==> config.mk <==
export PLATFORM = sky130hd
export DESIGN_NAME = latch_bank_write_arbiter
export DESIGN_NICKNAME = d
export VERILOG_FILES = /design/src/rtl/latch_bank_write_arbiter.sv
export SDC_FILE = /design/constraint.sdc
export NUM_CORES = 1
export LEC_CHECK = 0
export CAP_MARGIN = 20
export CORE_UTILIZATION = 29
export CTS_CLUSTER_SIZE = 24
export DETAILED_ROUTE_END_ITERATION = 10
export PLACE_DENSITY = 0.57
export SETUP_SLACK_MARGIN = 0.1
export SYNTH_ARGS = -nofsm -noshare
export SYNTH_HDL_FRONTEND = slang
export SYNTH_SLANG_ARGS = --single-unit
==> constraint.sdc <==
create_clock -name clk -period 1.7 [get_ports clk]
set_clock_uncertainty 0.2 [all_clocks]
set_input_delay 0.425 -clock clk [delete_from_list [all_inputs] [get_ports clk]]
set_output_delay 0.425 -clock clk [all_outputs]
set_load 0.03 [all_outputs]
==> src/rtl/latch_bank_write_arbiter.sv <==
// Round-robin write arbiter for a bank of level-enabled latches.
// Each write runs setup -> enable-open -> hold so din is stable around the enable pulse.
module latch_bank_write_arbiter #(
  parameter int N_REQ       = 4,
  parameter int DEPTH       = 8,
  parameter int WIDTH       = 8,
  parameter int OPEN_CYCLES = 1,
  localparam int AW         = $clog2(DEPTH)
) (
  input  logic                   clk,
  input  logic                   rst_n,
  input  logic [N_REQ-1:0]       req,
  input  logic [N_REQ*AW-1:0]    req_addr,
  input  logic [N_REQ*WIDTH-1:0] req_data,
  output logic [N_REQ-1:0]       ack,
  output logic                   addr_err,
  output logic [WIDTH-1:0]       latch_din,
  output logic [DEPTH-1:0]       latch_enable,
  output logic                   busy
);

  // state | meaning
  // IDLE  | waiting for any req; arbitrates on the clock edge that leaves it
  // SETUP | latch_din driven with captured data, all enables low
  // OPEN  | latch_enable[addr] high for OPEN_CYCLES cycles
  // HOLD  | enables low, din held, ack/addr_err pulse, pointer advanced

  localparam int PW = $clog2(N_REQ);
  localparam int CW = $clog2(OPEN_CYCLES + 1);

  typedef enum logic [1:0] {IDLE, SETUP, OPEN, HOLD} state_e;

  state_e            state_q, state_d;
  logic [PW-1:0]     ptr_q, ptr_d;
  logic [PW-1:0]     gnt_q, gnt_d;
  logic [AW-1:0]     addr_q, addr_d;
  logic [CW-1:0]     cnt_q, cnt_d;
  logic [N_REQ-1:0]  ack_q, ack_d;
  logic              err_q, err_d;
  logic [WIDTH-1:0]  din_q, din_d;
  logic [DEPTH-1:0]  en_q, en_d;
  logic              busy_q, busy_d;

  logic              found;
  logic [PW-1:0]     pick;
  logic              addr_oor;
  logic [DEPTH-1:0]  addr_dec;

  // First requester at or after the pointer, scanning upward with wrap.
  always_comb begin
    found = 1'b0;
    pick  = '0;
    for (int k = 0; k < N_REQ; k++) begin
      int idx;
      idx = int'(ptr_q) + k;
      if (idx >= N_REQ) idx = idx - N_REQ;
      if (!found && req[idx]) begin
        found = 1'b1;
        pick  = PW'(idx);
      end
    end
  end

  // An out-of-range address decodes to no enable bit at all.
  always_comb begin
    addr_oor = ({1'b0, addr_q} >= (AW+1)'(DEPTH));
    addr_dec = '0;
    for (int i = 0; i < DEPTH; i++) begin
      addr_dec[i] = (addr_q == AW'(i));
    end
  end

  always_comb begin
    state_d = state_q;
    ptr_d   = ptr_q;
    gnt_d   = gnt_q;
    addr_d  = addr_q;
    cnt_d   = cnt_q;
    din_d   = din_q;
    en_d    = '0;
    ack_d   = '0;
    err_d   = 1'b0;
    case (state_q)
      IDLE: begin
        if (found) begin
          gnt_d   = pick;
          addr_d  = req_addr[pick*AW +: AW];
          din_d   = req_data[pick*WIDTH +: WIDTH];
          state_d = SETUP;
        end
      end
      SETUP: begin
        cnt_d   = CW'(OPEN_CYCLES - 1);
        en_d    = addr_dec;
        state_d = OPEN;
      end
      OPEN: begin
        if (cnt_q == '0) begin
          ack_d[gnt_q] = 1'b1;
          err_d        = addr_oor;
          ptr_d        = (gnt_q == PW'(N_REQ - 1)) ? '0 : gnt_q + 1'b1;
          state_d      = HOLD;
        end else begin
          cnt_d = cnt_q - 1'b1;
          en_d  = addr_dec;
        end
      end
      HOLD: begin
        state_d = IDLE;
      end
      default: begin
        state_d = IDLE;
      end
    endcase
    busy_d = (state_d != IDLE);
  end

  always_ff @(posedge clk or negedge rst_n) begin
    if (!rst_n) begin
      state_q <= IDLE;
      ptr_q   <= '0;
      gnt_q   <= '0;
      addr_q  <= '0;
      cnt_q   <= '0;
      ack_q   <= '0;
      err_q   <= 1'b0;
      din_q   <= '0;
      en_q    <= '0;
      busy_q  <= 1'b0;
    end else begin
      state_q <= state_d;
      ptr_q   <= ptr_d;
      gnt_q   <= gnt_d;
      addr_q  <= addr_d;
      cnt_q   <= cnt_d;
      ack_q   <= ack_d;
      err_q   <= err_d;
      din_q   <= din_d;
      en_q    <= en_d;
      busy_q  <= busy_d;
    end
  end

  assign ack          = ack_q;
  assign addr_err     = err_q;
  assign latch_din    = din_q;
  assign latch_enable = en_q;
  assign busy         = busy_q;

endmodule

==> summary.md <==
| Metric | Value |
|---|---|
| Final clock period utilization by the worst path | `116%` |
| Maximum number of pins on one net before global-route repair | `31` |
| Number of buffers on the longest clock path | `2` |
| Max-cap check violation count | `0` |
| RSZ-0062 raised after global routing | `true` |
| Die height | `77.6 um` |
| Class of the tightest hold or removal check | `reg2reg` |
| Final-report max-slew violation count | `0` |
| Endpoint required time on the critical path | `1650 ps` |
| Post-route minimum period | `1960 ps` |
| Most common cell after layout, fill and taps aside | `sky130_fd_sc_hd__clkdlybuf4s50_1` |
| Part of the Yosys area used for sequential elements | `45.3%` |
| Final std cells w/o fill | `309` |
| Failing checks | `setup timing` |
| Register bit count reported by yosys | `30` |
| Detailed-router iteration count before antenna repair | `4` |
| CP Max Fanout | `5` |
| Number of hold violations in the final report | `0` |
| Ports placed on the boundary | `72` |
| Antenna diode count | `0` |
| Area post-placement | `2510 sq um` |
| Distinct cell type count after synthesis | `34` |
| Power density normalized to cell area | `1580 nW/um^2` |
| Post-route cell area | `2880 sq um` |
| Input/output buffers | `70` |
| Net switching power | `1.87 mW` |
| Area share of the leading cell type in the synthesized netlist | `45.3%` |
| Switching part of the total | `41.1%` |
| Total number of yosys warnings | `0` |
| HPWL reported at the end of detailed placement | `3160 um` |
| Number of routed nets with antenna violations | `0` |
| Proportion of power drawn by combinational gates | `61.1%` |
| Crit path kind | `reg2reg` |
| Number of setup violations in the final report | `12` |
| Seq pwr share | `25.7%` |
| Root buf cell | `sky130_fd_sc_hd__clkbuf_8` |
| Overall die width | `77.6 um` |
| Wire length reported by the detailed router | `4880 um` |
| Max Clock Freq | `509 MHz` |
| Post-placement cell count | `287` |
| Max rail drop VDD | `713 uV` |
| Clock latency reported for the late side of the worst-skew pair | `290 ps` |
| Post-synth EDFFs | `0` |
| Die area | `6020 sq um` |
| Number of cells produced by synthesis | `140` |
| Aggregate global routing overflow | `0` |
| Starting Density | `30.1%` |
| Detailed-route DRC error count | `0` |
| Synthesis-to-finish area growth | `74.1%` |
| Startpoint types | `flop` |
| Worst reg2reg setup slack | `-260 ps` |
| Layout Nets | `293` |
| CP Data Arrival Time | `1910 ps` |
| PnR Total Power | `4.55 mW` |
| First-pass GRT wire length | `7600 um` |
| Post-CTS clock slew at the launch and capture registers of the worst setup and hold paths | `70 ps` |
| All-layer global routing usage | `16.9%` |
| Post-route setup slack | `-264 ps` |
| Wire per inst | `15.8 um` |
| Drt via density | `4.80` |
| Initial DRC Count | `65` |
| Top cell type by total area after synthesis | `sky130_fd_sc_hd__dfrtp_1` |
| Core footprint | `5510 sq um` |
| CTS tree | `built` |
| Number of antenna violations at the first check in global routing | `0` |
| Routed via count | `1484` |
| Result of the run | `complete, but fails checks` |
| CTS H-tree depth | `2` |
| Portion of total power attributed to the clock network | `13.2%` |
| Placer's final routability congestion estimate | `0.807` |
| CTS buffer count | `5` |
| Commonest cells after routing, fill and taps aside | `45 x sky130_fd_sc_hd__clkdlybuf4s50_1, 29 x sky130_fd_sc_hd__dfrtp_1, 14 x sky130_fd_sc_hd__nand2_1` |
| Share of flip-flops with an asynchronous set or reset | `100%` |
| LEAKAGE | `1.24 nW` |
| Syn Area/Cell | `11.8 sq um` |
| Flip-flop cell with the highest count after synthesis | `sky130_fd_sc_hd__dfrtp_1` |
| Vias in the first global route | `1552` |
| Summed instance area of the synthesized netlist | `1660 sq um` |
| Top post-synthesis cells by area | `sky130_fd_sc_hd__dfrtp_1 45%, sky130_fd_sc_hd__mux2i_1 13%, sky130_fd_sc_hd__o221ai_2 10%` |
| WHS | `291 ps` |
| FILL cells | `489` |
| Final cell utilization of the core | `52.4%` |
| Ratio of cells with drive above 1 in the final layout | `43.9%` |
| Total nets after synthesis | `197` |
| Row count | `27` |
| Critical path endpoint category | `flop` |
| Cell-internal power | `2.68 mW` |
| Sink count of the clock tree | `30` |
kinds of logic after synthesis:
logic type / count (synthesis) / share of synthesized area, %
mux: 25 / 15.6
buf+inv: 12 / 4.83
compound gates: 21 / 15.0
simple gates: 44 / 13.7
other cells: 1 / 0.226
fa+ha+maj: 7 / 5.29
flops: 30 / 45.3
synth_stat cells, types with 2 or more instances:
| cell | count |
|---|---|
| sky130_fd_sc_hd__dfrtp_1 | 30 |
| sky130_fd_sc_hd__mux2i_1 | 22 |
| sky130_fd_sc_hd__nand2_1 | 15 |
| sky130_fd_sc_hd__o221ai_2 | 11 |
| sky130_fd_sc_hd__nor2_1 | 10 |
| sky130_fd_sc_hd__ha_1 | 7 |
| sky130_fd_sc_hd__inv_1 | 6 |
| sky130_fd_sc_hd__and2_1 | 5 |
| sky130_fd_sc_hd__buf_6 | 4 |
| sky130_fd_sc_hd__a21oi_1 | 3 |
| sky130_fd_sc_hd__mux2_2 | 2 |
| sky130_fd_sc_hd__nand2b_1 | 2 |
| sky130_fd_sc_hd__nor3_1 | 2 |
final timing paths:
path | from | endpoint | depth (start not counted)
min | latch_din[5] | latch_din[5] | 2
max in group asynchronous | rst_n | ptr_q[0] | 2
max | ptr_q[1] | latch_din[3] | 6
min in group asynchronous | rst_n | gnt_q[0] | 2
max reg2reg | ptr_q[1] | latch_din[3] | 6
min reg2reg | latch_din[5] | latch_din[5] | 2
layer usage:
layer / wire length [um] / track usage [%] / part of all wire (%)
met4: 132 / 8.68 / 2.7
met5: 0 / 0 / 0
met3: 233 / 4.94 / 4.8
met1: 1940 / 18.2 / 40
met2: 2580 / 29.6 / 53
registers in the layout, indices dropped and copies added, names as in the netlist:
| register | count |
|---|---|
| state_q | 2 |
| addr_q | 3 |
| ack | 4 |
| busy | 1 |
| ptr_q | 2 |
| gnt_q | 2 |
| latch_enable | 8 |
| latch_din | 8 |
area by class of cell:
class                           instances  area [sq um]  share of cell area (%)
Clock buffer                            7          86.3                    2.99
Inverter                                6          22.5                   0.781
Sequential cell                        30           752                    26.1
Tap cell                               72          90.1                    3.12
Timing Repair Buffer                   93           917                    31.8
Multi-Input combinational cell        100          1010                    35.1
Clock inverter                          1          5.00                   0.174
worst max-delay path, cell delays in order (launching register included):
cell and delay [ps]:
sky130_fd_sc_hd__dfrtp_1 440, sky130_fd_sc_hd__mux2_4 340, sky130_fd_sc_hd__o221ai_4 210, sky130_fd_sc_hd__buf_6 150, sky130_fd_sc_hd__buf_12 130, sky130_fd_sc_hd__mux2i_2 250, sky130_fd_sc_hd__o221ai_2 120
per-stage QoR:
step / setup TNS (ps) / worst slack, ps
6_report: -2640 / -264
5_1_grt: -3180 / -308
4_1_cts: -2840 / -274
3_5_place_dp: -9540 / -705
3_3_place_gp: -8760 / -641
2_1_floorplan: -968 / -87.3
what timing repair did:
action / 4_1_cts / 5_1_grt
buffers inserted: 5 / 4
endpoints found under the hold margin: 0 / 0
resized for setup: 92 / 45
cloned: 4 / 1
pin swaps: 9 / 6
endpoints found under the setup margin: 36 / 30
hold buffers: 0 / 0
power by group through the flow:
stage	registers, mW	clock network [mW]	logic (mW)
global placement	1.16	0	2.20
finish	1.17	0.601	2.78
global route	1.20	0.650	2.98
CTS	1.17	0.617	2.60
detailed placement	1.17	0	2.25
floorplan	1.43	0	1.22
No activity file was read; power rests on OpenSTA's default activity.
